`src/rtl/arb_pkg.sv`:
```
// Shared types for the arbitrating multiplexer.
//   arb_mode_e   : arbitration policy applied while no packet holds the grant
//   lock_state_e : whether a multi-beat packet currently owns the grant
package arb_pkg;

    typedef enum logic {
        ARB_RR    = 1'b0,
        ARB_FIXED = 1'b1
    } arb_mode_e;

    typedef enum logic {
        UNLOCKED = 1'b0,
        LOCKED   = 1'b1
    } lock_state_e;

endpackage

```
`src/rtl/rr_arbiter_n.sv`:
```
// Pure combinational N-way arbiter.
// Round-robin: first requester searching upward from ptr, wrapping N-1 -> 0.
// Fixed: lowest requesting index wins.
//   req       in  N     request vector
//   ptr       in  SELW  round-robin start index (ignored in fixed mode)
//   mode      in  1     arbitration policy
//   grant     out N     one-hot grant, zero when no request
//   grant_idx out SELW  index of the granted requester (0 when none)
module rr_arbiter_n
    import arb_pkg::*;
#(
    parameter  int unsigned N    = 4,
    localparam int unsigned SELW = $clog2(N)
) (
    input  logic [N-1:0]    req,
    input  logic [SELW-1:0] ptr,
    input  arb_mode_e       mode,
    output logic [N-1:0]    grant,
    output logic [SELW-1:0] grant_idx
);

    int unsigned cand;
    logic        found;

    // Walk candidates in priority order; the first requesting one wins.
    always_comb begin
        grant     = '0;
        grant_idx = '0;
        found     = 1'b0;
        cand      = 0;
        for (int unsigned k = 0; k < N; k++) begin
            cand = (mode == ARB_FIXED) ? k : 32'(ptr) + k;
            if (cand >= N) begin
                cand = cand - N;
            end
            for (int unsigned i = 0; i < N; i++) begin
                if (!found && (cand == i) && req[i]) begin
                    grant[i]  = 1'b1;
                    grant_idx = SELW'(i);
                    found     = 1'b1;
                end
            end
        end
    end

endmodule

```
`src/rtl/arb_mux_n.sv`:
```
// N-channel arbitrating multiplexer with valid/ready handshakes, packet
// locking for multi-beat transfers and a single registered output stage.
//   clk, reset      clock and asynchronous active-high reset
//   mode            0 = round-robin, 1 = fixed priority (lowest index)
//   in_data         channel i at [i*WIDTH +: WIDTH]
//   in_valid/last   per-channel valid and end-of-packet flag
//   in_ready        per-channel ready, at most one bit set
//   out_data/sel    registered beat and index of its source channel
//   out_last        registered end-of-packet flag of that beat
//   out_valid/ready output handshake
module arb_mux_n
    import arb_pkg::*;
#(
    parameter  int unsigned WIDTH = 16,
    parameter  int unsigned N     = 4,
    localparam int unsigned SELW  = $clog2(N)
) (
    input  logic                 clk,
    input  logic                 reset,
    input  logic                 mode,
    input  logic [N*WIDTH-1:0]   in_data,
    input  logic [N-1:0]         in_valid,
    input  logic [N-1:0]         in_last,
    output logic [N-1:0]         in_ready,
    output logic [WIDTH-1:0]     out_data,
    output logic [SELW-1:0]      out_sel,
    output logic                 out_last,
    output logic                 out_valid,
    input  logic                 out_ready
);

    lock_state_e       state;
    lock_state_e       state_nxt;
    logic [SELW-1:0]   lock_ch;
    logic [SELW-1:0]   rr_ptr;
    logic [SELW-1:0]   next_ptr;
    logic [N-1:0]      req_masked;
    logic [N-1:0]      grant;
    logic [SELW-1:0]   grant_idx;
    logic              can_accept;
    logic              accept;
    logic [WIDTH-1:0]  sel_data;
    logic              sel_last;

    // Lock state register.
    always_ff @(posedge clk or posedge reset) begin
        if (reset) begin
            state <= UNLOCKED;
        end else begin
            state <= state_nxt;
        end
    end

    // Lock on a non-final beat, release on the locked channel's final beat.
    always_comb begin
        state_nxt = state;
        case (state)
            UNLOCKED: if (accept && !sel_last) state_nxt = LOCKED;
            LOCKED:   if (accept && sel_last)  state_nxt = UNLOCKED;
            default:  state_nxt = UNLOCKED;
        endcase
    end

    // While locked only lock_ch may request, even if it is idle.
    always_comb begin
        req_masked = in_valid;
        if (state == LOCKED) begin
            for (int unsigned i = 0; i < N; i++) begin
                if (SELW'(i) != lock_ch) begin
                    req_masked[i] = 1'b0;
                end
            end
        end
    end

    rr_arbiter_n #(
        .N (N)
    ) u_arb (
        .req       (req_masked),
        .ptr       (rr_ptr),
        .mode      (arb_mode_e'(mode)),
        .grant     (grant),
        .grant_idx (grant_idx)
    );

    // Handshake: reset gates ready so nothing is taken while it is asserted.
    always_comb begin
        can_accept = !out_valid || out_ready;
        in_ready   = (reset || !can_accept) ? '0 : grant;
        accept     = |(in_valid & in_ready);
    end

    // One-hot AND-OR select of the granted channel's beat.
    always_comb begin
        sel_data = '0;
        sel_last = 1'b0;
        for (int unsigned i = 0; i < N; i++) begin
            if (grant[i]) begin
                sel_data = sel_data | in_data[i*WIDTH +: WIDTH];
                sel_last = sel_last | in_last[i];
            end
        end
    end

    assign next_ptr = (grant_idx == SELW'(N - 1)) ? '0 : grant_idx + SELW'(1);

    // Output register, lock channel and round-robin pointer.
    always_ff @(posedge clk or posedge reset) begin
        if (reset) begin
            lock_ch   <= '0;
            rr_ptr    <= '0;
            out_valid <= 1'b0;
            out_data  <= '0;
            out_sel   <= '0;
            out_last  <= 1'b0;
        end else begin
            if (accept) begin
                out_valid <= 1'b1;
                out_data  <= sel_data;
                out_sel   <= grant_idx;
                out_last  <= sel_last;
                if (state == UNLOCKED && !sel_last) begin
                    lock_ch <= grant_idx;
                end
                if (sel_last && (mode == ARB_RR)) begin
                    rr_ptr <= next_ptr;
                end
            end else if (out_ready) begin
                out_valid <= 1'b0;
            end
        end
    end

endmodule

```
`config.mk`:
```
export PLATFORM = sky130hd
export DESIGN_NAME = arb_mux_n
export DESIGN_NICKNAME = d
export VERILOG_FILES = /design/src/rtl/arb_pkg.sv /design/src/rtl/rr_arbiter_n.sv /design/src/rtl/arb_mux_n.sv
export SDC_FILE = /design/constraint.sdc
export NUM_CORES = 1
export LEC_CHECK = 0
export CORE_UTILIZATION = 42
export DETAILED_ROUTE_END_ITERATION = 12
export GPL_TIMING_DRIVEN = 0
export PLACE_DENSITY = 0.79
export SETUP_SLACK_MARGIN = 0.15
export SLEW_MARGIN = 20
export SYNTH_ARGS = -nofsm -noshare
export SYNTH_HDL_FRONTEND = slang
export SYNTH_SLANG_ARGS = --single-unit
```
`constraint.sdc`:
```
create_clock -name clk -period 3.82 [get_ports clk]
set_clock_uncertainty 0.15 [all_clocks]
set_input_delay 0.764 -clock clk [delete_from_list [all_inputs] [get_ports clk]]
set_output_delay 0.764 -clock clk [all_outputs]
set_load 0.05 [all_outputs]
```
# [Word level (Yosys, flattened, before mapping)]
# Cells that the tools add are included.
[word_totals] register_bits=25 inputBits=76 output_inout_bits=24
[op_classes] add_sub_neg=8 magnitude_cmp=4 n_eq_ne=16 n_mux=73 bitwise=9 reduce_logical=64
[ops] op="$eq A32 B2 Y1 const B" n=8
[ops] op="$mux W32" n=7
[ops] op="$eq A32 B1 Y1 const B" n=4
[ops] op="$ge A32 B3 Y1 const B" n=4
[ops] op="$logic_not A32 Y1" n=4
[ops] op="$sub A32 B3 Y32 const B" n=4
[ops] op="$mux W16" n=4
[ops] op="$or A16 B16 Y16" n=3
[ops] op="$mux W1" n=43
[ops] op="$logic_and A1 B1 Y1" n=35
[ops] op="$mux W2" n=16
[ops] op="$logic_not A1 Y1" n=18
[ops] op="$mux W4" n=2
[ops] op="$add A2 B2 Y3 const B" n=2
[ops] op="$and A4 B4 Y4" n=1
[ops] op="$ne A2 B2 Y1 const A" n=2
[ops] op="$reduce_and A2 Y1" n=2
[ops] op="$reduce_bool A2 Y1" n=2
[ops] op="$reduce_or A4 Y1" n=1
[ops] op="$add A2 B1 Y3 const B" n=1
[ops] op="$or A1 B1 Y1" n=3
[ops] op="$add A2 B1 Y2 const B" n=1
[ops] op="$eq A2 B2 Y1 const B" n=1
[ops] op="$logic_or A1 B1 Y1" n=2
[ops] op="3 further kinds" n=4

# [Depth between registers and ports, before layout]
[logic_depth] depth_word=72 ltp_mapped=12

# [Cells and area by module]
# A second synthesis with hierarchy kept.
[hier_totals] cells_unflattened=196 hier_area_um2=1757.9
[by_module_without_submodules] module="arb_mux_n" instances=1 cells_each=135 area_each_um2=1362.6 seq_area_each_um2=625.6
[by_module_without_submodules] module="rr_arbiter_n" instances=1 cells_each=61 area_each_um2=395.4 seq_area_each_um2=0.0

# [Least setup slack after synthesis]
# OpenSTA, ideal clock, no wires.
[synth_path] kind="register -> output" start="reg rr_ptr[0]" end="out in_ready[2]" arrival_ns=3.076 required_time_ns=2.906 setup_slack_ns=-0.170 stages_incl_launch_ff=11 n_path_buf=3 path_cell_list="dfrtp_1 > buf_6 > inv_2 > ha_1 > clkbuf_1 > o311ai_1 > o21ai_1 > nor4_1 > clkbuf_1 > nor2_1 > nor2_1"
[synth_between] elab_chain_cells=63 word_cells_on_any_way=96 cone_classes="7 x add/sub; 4 x order compare; 11 x eq/ne; 27 x mux; 47 x reduce/logical"
[synth_lines] element="start, declared" line_no="arb_mux_n.sv:35" source="logic [SELW-1:0] rr_ptr;"
[synth_lines] element="start signal, assigned" line_no="arb_mux_n.sv:126" source="rr_ptr <= next_ptr;"
[synth_lines] element="$mux W2" line_no="rr_arbiter_n.sv:32" source="cand = (mode == ARB_FIXED) ? k : 32'(ptr) + k;"
[synth_lines] element="$sub A32 B3 Y32 / $ge A32 B3 Y1 (equally long branches)" line_no="rr_arbiter_n.sv:34, rr_arbiter_n.sv:33"
[synth_lines] element="$mux W32" line_no="rr_arbiter_n.sv:33" source="if (cand >= N) begin"
[synth_lines] element="$logic_not A32 Y1" line_no="rr_arbiter_n.sv:37" source="if (!found && (cand == i) && req[i]) begin"
[synth_lines] element="$logic_and A1 B1 Y1" line_no="rr_arbiter_n.sv:37"
[synth_lines] element="$mux W1" line_no="rr_arbiter_n.sv:37"
[synth_lines] element="$logic_not A1 Y1" line_no="rr_arbiter_n.sv:37"
[synth_lines] element="$logic_and A1 B1 Y1 (2 in a row)" line_no="rr_arbiter_n.sv:37"
[synth_lines] element="[44 not listed]"
[synth_lines] element="$mux W1" line_no="rr_arbiter_n.sv:37"
[synth_lines] element="$logic_not A1 Y1" line_no="rr_arbiter_n.sv:37"
[synth_lines] element="$logic_and A1 B1 Y1 (2 in a row)" line_no="rr_arbiter_n.sv:37"
[synth_lines] element="$mux W1" line_no="rr_arbiter_n.sv:37"
[synth_lines] element="$logic_not A1 Y1" line_no="rr_arbiter_n.sv:37"
[synth_lines] element="$logic_and A1 B1 Y1 (2 in a row)" line_no="rr_arbiter_n.sv:37"
[synth_lines] element="$mux W1 (*)" line_no="rr_arbiter_n.sv:37"
[synth_lines] element="$mux W4 (*)" line_no="arb_mux_n.sv:89" source="in_ready = (reset || !can_accept) ? '0 : grant;"
[synth_lines] element="end, declared" line_no="arb_mux_n.sv:24" source="output logic [N-1:0] in_ready,"
# Mark *: on every way between the ends. The rest lies on a longest branch, timed or not.

# [Worst setup path in the final report]
[layout_path] start="in mode" end="out in_ready[3]"
[layout_between] elab_chain_cells=67 word_cells_on_any_way=98 cone_classes="4 x add/sub; 4 x order compare; 12 x eq/ne; 28 x mux; 50 x reduce/logical"
[layout_lines] element="start, declared" line_no="arb_mux_n.sv:20" source="input logic mode,"
[layout_lines] element="$mux W2" line_no="rr_arbiter_n.sv:32"
[layout_lines] element="$sub A32 B3 Y32 / $ge A32 B3 Y1 (equally long branches)" line_no="rr_arbiter_n.sv:34, rr_arbiter_n.sv:33"
[layout_lines] element="$mux W32" line_no="rr_arbiter_n.sv:33"
[layout_lines] element="$logic_not A32 Y1" line_no="rr_arbiter_n.sv:37"
[layout_lines] element="$logic_and A1 B1 Y1" line_no="rr_arbiter_n.sv:37"
[layout_lines] element="$mux W1" line_no="rr_arbiter_n.sv:37"
[layout_lines] element="$logic_not A1 Y1" line_no="rr_arbiter_n.sv:37"
[layout_lines] element="$logic_and A1 B1 Y1 (2 in a row)" line_no="rr_arbiter_n.sv:37"
[layout_lines] element="[48 not listed]"
[layout_lines] element="$mux W1" line_no="rr_arbiter_n.sv:37"
[layout_lines] element="$logic_not A1 Y1" line_no="rr_arbiter_n.sv:37"
[layout_lines] element="$logic_and A1 B1 Y1 (2 in a row)" line_no="rr_arbiter_n.sv:37"
[layout_lines] element="$mux W1" line_no="rr_arbiter_n.sv:37"
[layout_lines] element="$logic_not A1 Y1" line_no="rr_arbiter_n.sv:37"
[layout_lines] element="$logic_and A1 B1 Y1 (2 in a row)" line_no="rr_arbiter_n.sv:37"
[layout_lines] element="$mux W1 (*)" line_no="rr_arbiter_n.sv:37"
[layout_lines] element="$mux W4 (*)" line_no="arb_mux_n.sv:89"
# Marks and branches as above.

==> results.txt <==
The tools report the count of pins over their slew limit as 0. The site row count was 25; the multiplexer fraction of the synthesized cell area was 13.6%. Highest routed metal layer: met4.

In this run the worst path has a maximum fanout of 6. Clock-pin slew was measured on the worst setup and hold paths at 90 ps. The number of clock buffers added by TritonCTS is 3. Hold path endpoint: out_data[8]. Of the synthesized area, sequential elements account for 28.7%. The leading register cell type out of synthesis is dfrtp_1. The worst path needs 3620 ps of the cycle, external delays included. The largest total area in the synthesized netlist belongs to dfrtp_1. The run gives 0.00161 mm2 as the area of the multi-input gates. The width of the chip came out at 74.1 um. The die is 74.1 um tall. Summed over all nets, the half-perimeter wirelength after detailed placement is 5360 um. The total area inside the core boundary comes to 0.00485 mm2. The share of async-settable or async-resettable flops after synthesis is 100%, and the count of unresolved DRC violations after routing is 0. The I/O pin count was 100. The tools report the final worst setup slack as 202 ps. In the synthesized netlist, the number of instances is 248. After detailed routing, the number of vias per cell comes to 5.84. The layout cell share with drive strength beyond 1 works out to 24.8%. The post-placement cell area was 0.00326 mm2. The number of nets in the synthesized netlist is 325.

Sorting the synthesized cells by how often they occur yields o21ai_0 (34), nand2_1 (27), dfrtp_1 (25), nand4_1 (17), nand3_1 (16). The number of violations reported at the end of detailed-routing iteration 0 was 272. The number of failing hold endpoints at the final stage came out at 0. The finished cells cover 0.00366 mm2. After Yosys synthesis, full adders, half adders and majority gates account for 0.573% of the synthesized area. The run gives 59.6% as the relative slew slack. Setup slack on the worst reg-to-reg path comes out at 430 ps.

The tree built by TritonCTS fans out to 25 sinks. The tightest min-delay check is of the reg2reg type. The peak supply drop came out at 0.000518 V.

The pre-antenna-repair detailed-routing pass consisted of 5 iterations. After filler insertion, the fill cell instance count of the layout stands at 363. The netlist uses 57 different library cells. The routed design uses 571 um of met3 wire. The initial antenna violation count was 0; the combined area of all synthesized cells was 0.00218 mm2. In this run the static leakage power is 1.49 nW. At the worst endpoint, the arrival time is 2700 ps. Setup repair after global routing could not meet its margin everywhere. The run gives 445 as the total number of nets in the final design. Setup violations remaining at the end of the flow were counted as 0.

The maximum number of pins on one net before global-route repair came out at 28. After synthesis, the largest family of logic cells by area is compound AO/OA/AOI/OAI gates. After Yosys synthesis, XOR and XNOR cells account for 0% of the synthesized area.

Cell area power density: 835 mW/mm2. The required time at the endpoint of the critical path is 2910 ps, and the diode insertion count for antenna repair is 0. The category of the worst setup path launch point was an input pin. Across the whole layout, storage elements account for 627 um2. The endpoint identified for the worst register-to-register timing path is out_data[3].

The detailed router put a total of 3300 um of wire on met1. Area fraction in compound gates after synthesis: 28.8%. In this run the critical register-to-register path is launched from lock_ch[0]. For this run, the total global-route usage over all layers was measured as 27.6%.

The placer congestion estimate was 0.881; the total of buffers placed on input and output ports was 99. The synthesized area per cell was 8.80 um2. After detailed routing, the met2 layer carries 3900 um of wire. The most common cell in the synthesized netlist is o21ai_0.

Of the post-synthesis cell area, the dominant cell type holds 28.7%. For the count of yosys warnings during synthesis, the log shows 0. The final critical path takes up 94.7% of the cycle. The routed length per instance works out to 18.3 um.

Max-cap violations in this run came to 0. Of the total synthesized cell area, the portion taken by AND, OR, NAND and NOR gates is 23.3%. In this run the clock root is driven by a clkbuf_8.

The tools report the via count of the first global-routing pass as 2,352. The initial cell density of the core was 45.0%. The worst hold path begins at out_data[8]. For the detailed-route wire length, the log shows 7960 um.

For this block, the via count after detailed routing is 2,533. Highest achievable clock rate: 0.276 GHz. No sink is reached through more buffers than the 2 on the longest clock path.

Layout overhead on the synthesized area: 67.8%. The number of cells on the worst reg-to-reg path is 10. The post-placement worst setup slack came out at -1470 ps. The total of flip-flops plus latches after synthesis works out to 25.

The run finished with clean final reports. The first global-routing pass estimated 11,700 um of wire. The worst setup path is captured at an output port. The clock insertion delay at the later pin of the skew report is 270 ps, and the area of the die is 0.00549 mm2.

The run gives 0 as the hold buffer count at CTS. The number of enable-type register cells in the synthesized netlist was 0; the actual slew at the worst max-slew pin was 606 ps. The CTS H-tree depth was 1.

For the residual overflow from global routing, the log shows 0. The category of the critical setup timing path is in2out. The worst hold path stage count came out at 1.

After synthesis, the cell types taking the most area are dfrtp_1 (29%), o21ai_0 (7.8%), mux2_4 (7.6%). The detail route stage leaves a number of antenna-violating nets equal to 0. TritonCTS built the clock tree.
## sequential cells by signal (all words and copies together) (netlist names), named ones only
| signal | flops |
|---|---|
| rr_ptr | 2 |
| out_sel | 2 |
| lock_ch | 2 |
| out_last | 1 |
| out_data | 16 |
| out_valid | 1 |
## power by group
group / switching [mW] / internal [mW]
clock network: 0.0898 / 0.0765
registers: 0.0930 / 0.391
logic: 1.41 / 0.993
## logic make-up (layout without fill, tap and decap cells)
| kind of cell | count (synthesis) | count (layout) |
|---|---|---|
| mux | 23 | 23 |
| fa+ha+maj | 1 | 1 |
| flops | 25 | 25 |
| buf+inv | 23 | 142 |
| compound gates | 81 | 81 |
| simple gates | 95 | 95 |
## metrics by stage
stage,power [mW],cells,TNS [ps],hold WS [ps],utilization (%)
2_1_floorplan,1.93,248,0,429,-
5_1_grt,3.22,434,0,370,75.5
4_1_cts,2.89,429,0,356,73.0
6_report,3.06,434,0,354,75.5
3_3_place_gp,2.48,414,-7050,324,67.3
3_5_place_dp,2.50,414,-6920,332,67.3
## layout by cell type (no fill, tap or decap), types with 3 or more instances in the layout
master | Yosys | layout
dlygate4sd2_1 | 0 | 3
nor2_1 | 12 | 6
buf_4 | 0 | 17
nand2_1 | 27 | 26
inv_1 | 5 | 4
nor2_2 | 1 | 6
clkbuf_1 | 11 | 4
nand3_1 | 16 | 16
clkbuf_8 | 0 | 6
inv_2 | 3 | 3
nand4_1 | 17 | 17
o21ai_0 | 34 | 33
buf_6 | 3 | 7
and2_1 | 3 | 3
nor4_4 | 0 | 3
clkdlybuf4s50_1 | 0 | 91
nand2_2 | 2 | 3
a21oi_4 | 1 | 3
a22o_1 | 3 | 3
mux2_4 | 11 | 11
o21ai_2 | 2 | 4
o211ai_1 | 4 | 4
mux2_1 | 10 | 10
dfrtp_1 | 25 | 24
a21oi_1 | 5 | 4
## cell type report
class	count	area share, %
clock buffers	3	1.13
inverters	8	0.957
repair buffers	115	30.8
clock inverters	1	0.239
well taps	67	2.29
flip-flops and latches	25	17.1
multi-input cells	200	44.1
plain buffers	15	3.42
## per-layer routing
metal,up-vias,global-route usage (%)
met5,-,0
met1,1190,38.1
met2,146,46.7
li1,1181,-
met3,16,3.66
met4,0,4.91
## how the worst max path moves through the flow
stage / startpoint / end / slack [ps] / depth (start not counted)
final: mode / in_ready[3] / 200 / 9
after floorplan: rr_ptr[0] / in_ready[2] / 50 / 10
after global routing: in_valid[0] / in_ready[2] / 120 / 10
after detailed placement: mode / in_ready[2] / -1470 / 10
after global placement: mode / in_ready[2] / -1520 / 10
after CTS: in_valid[2] / in_ready[1] / 160 / 9
## worst max-delay path, cell delays in order
cell	delay, ps
dlygate4sd2_1	320
nand2b_2	250
a21oi_1	180
a22o_1	200
nor2_1	90
o41ai_4	440
nand2_2	130
nor2_2	160
buf_6	170
## what timing repair did
action / 4_1_cts / 5_1_grt
gates resized for setup: 64 / 19
setup buffers: 11 / 4
cloned: 0 / 1
setup endpoints to repair: 23 / 18
pin swaps: 12 / 7
No activity file was read; power rests on OpenSTA's default activity.
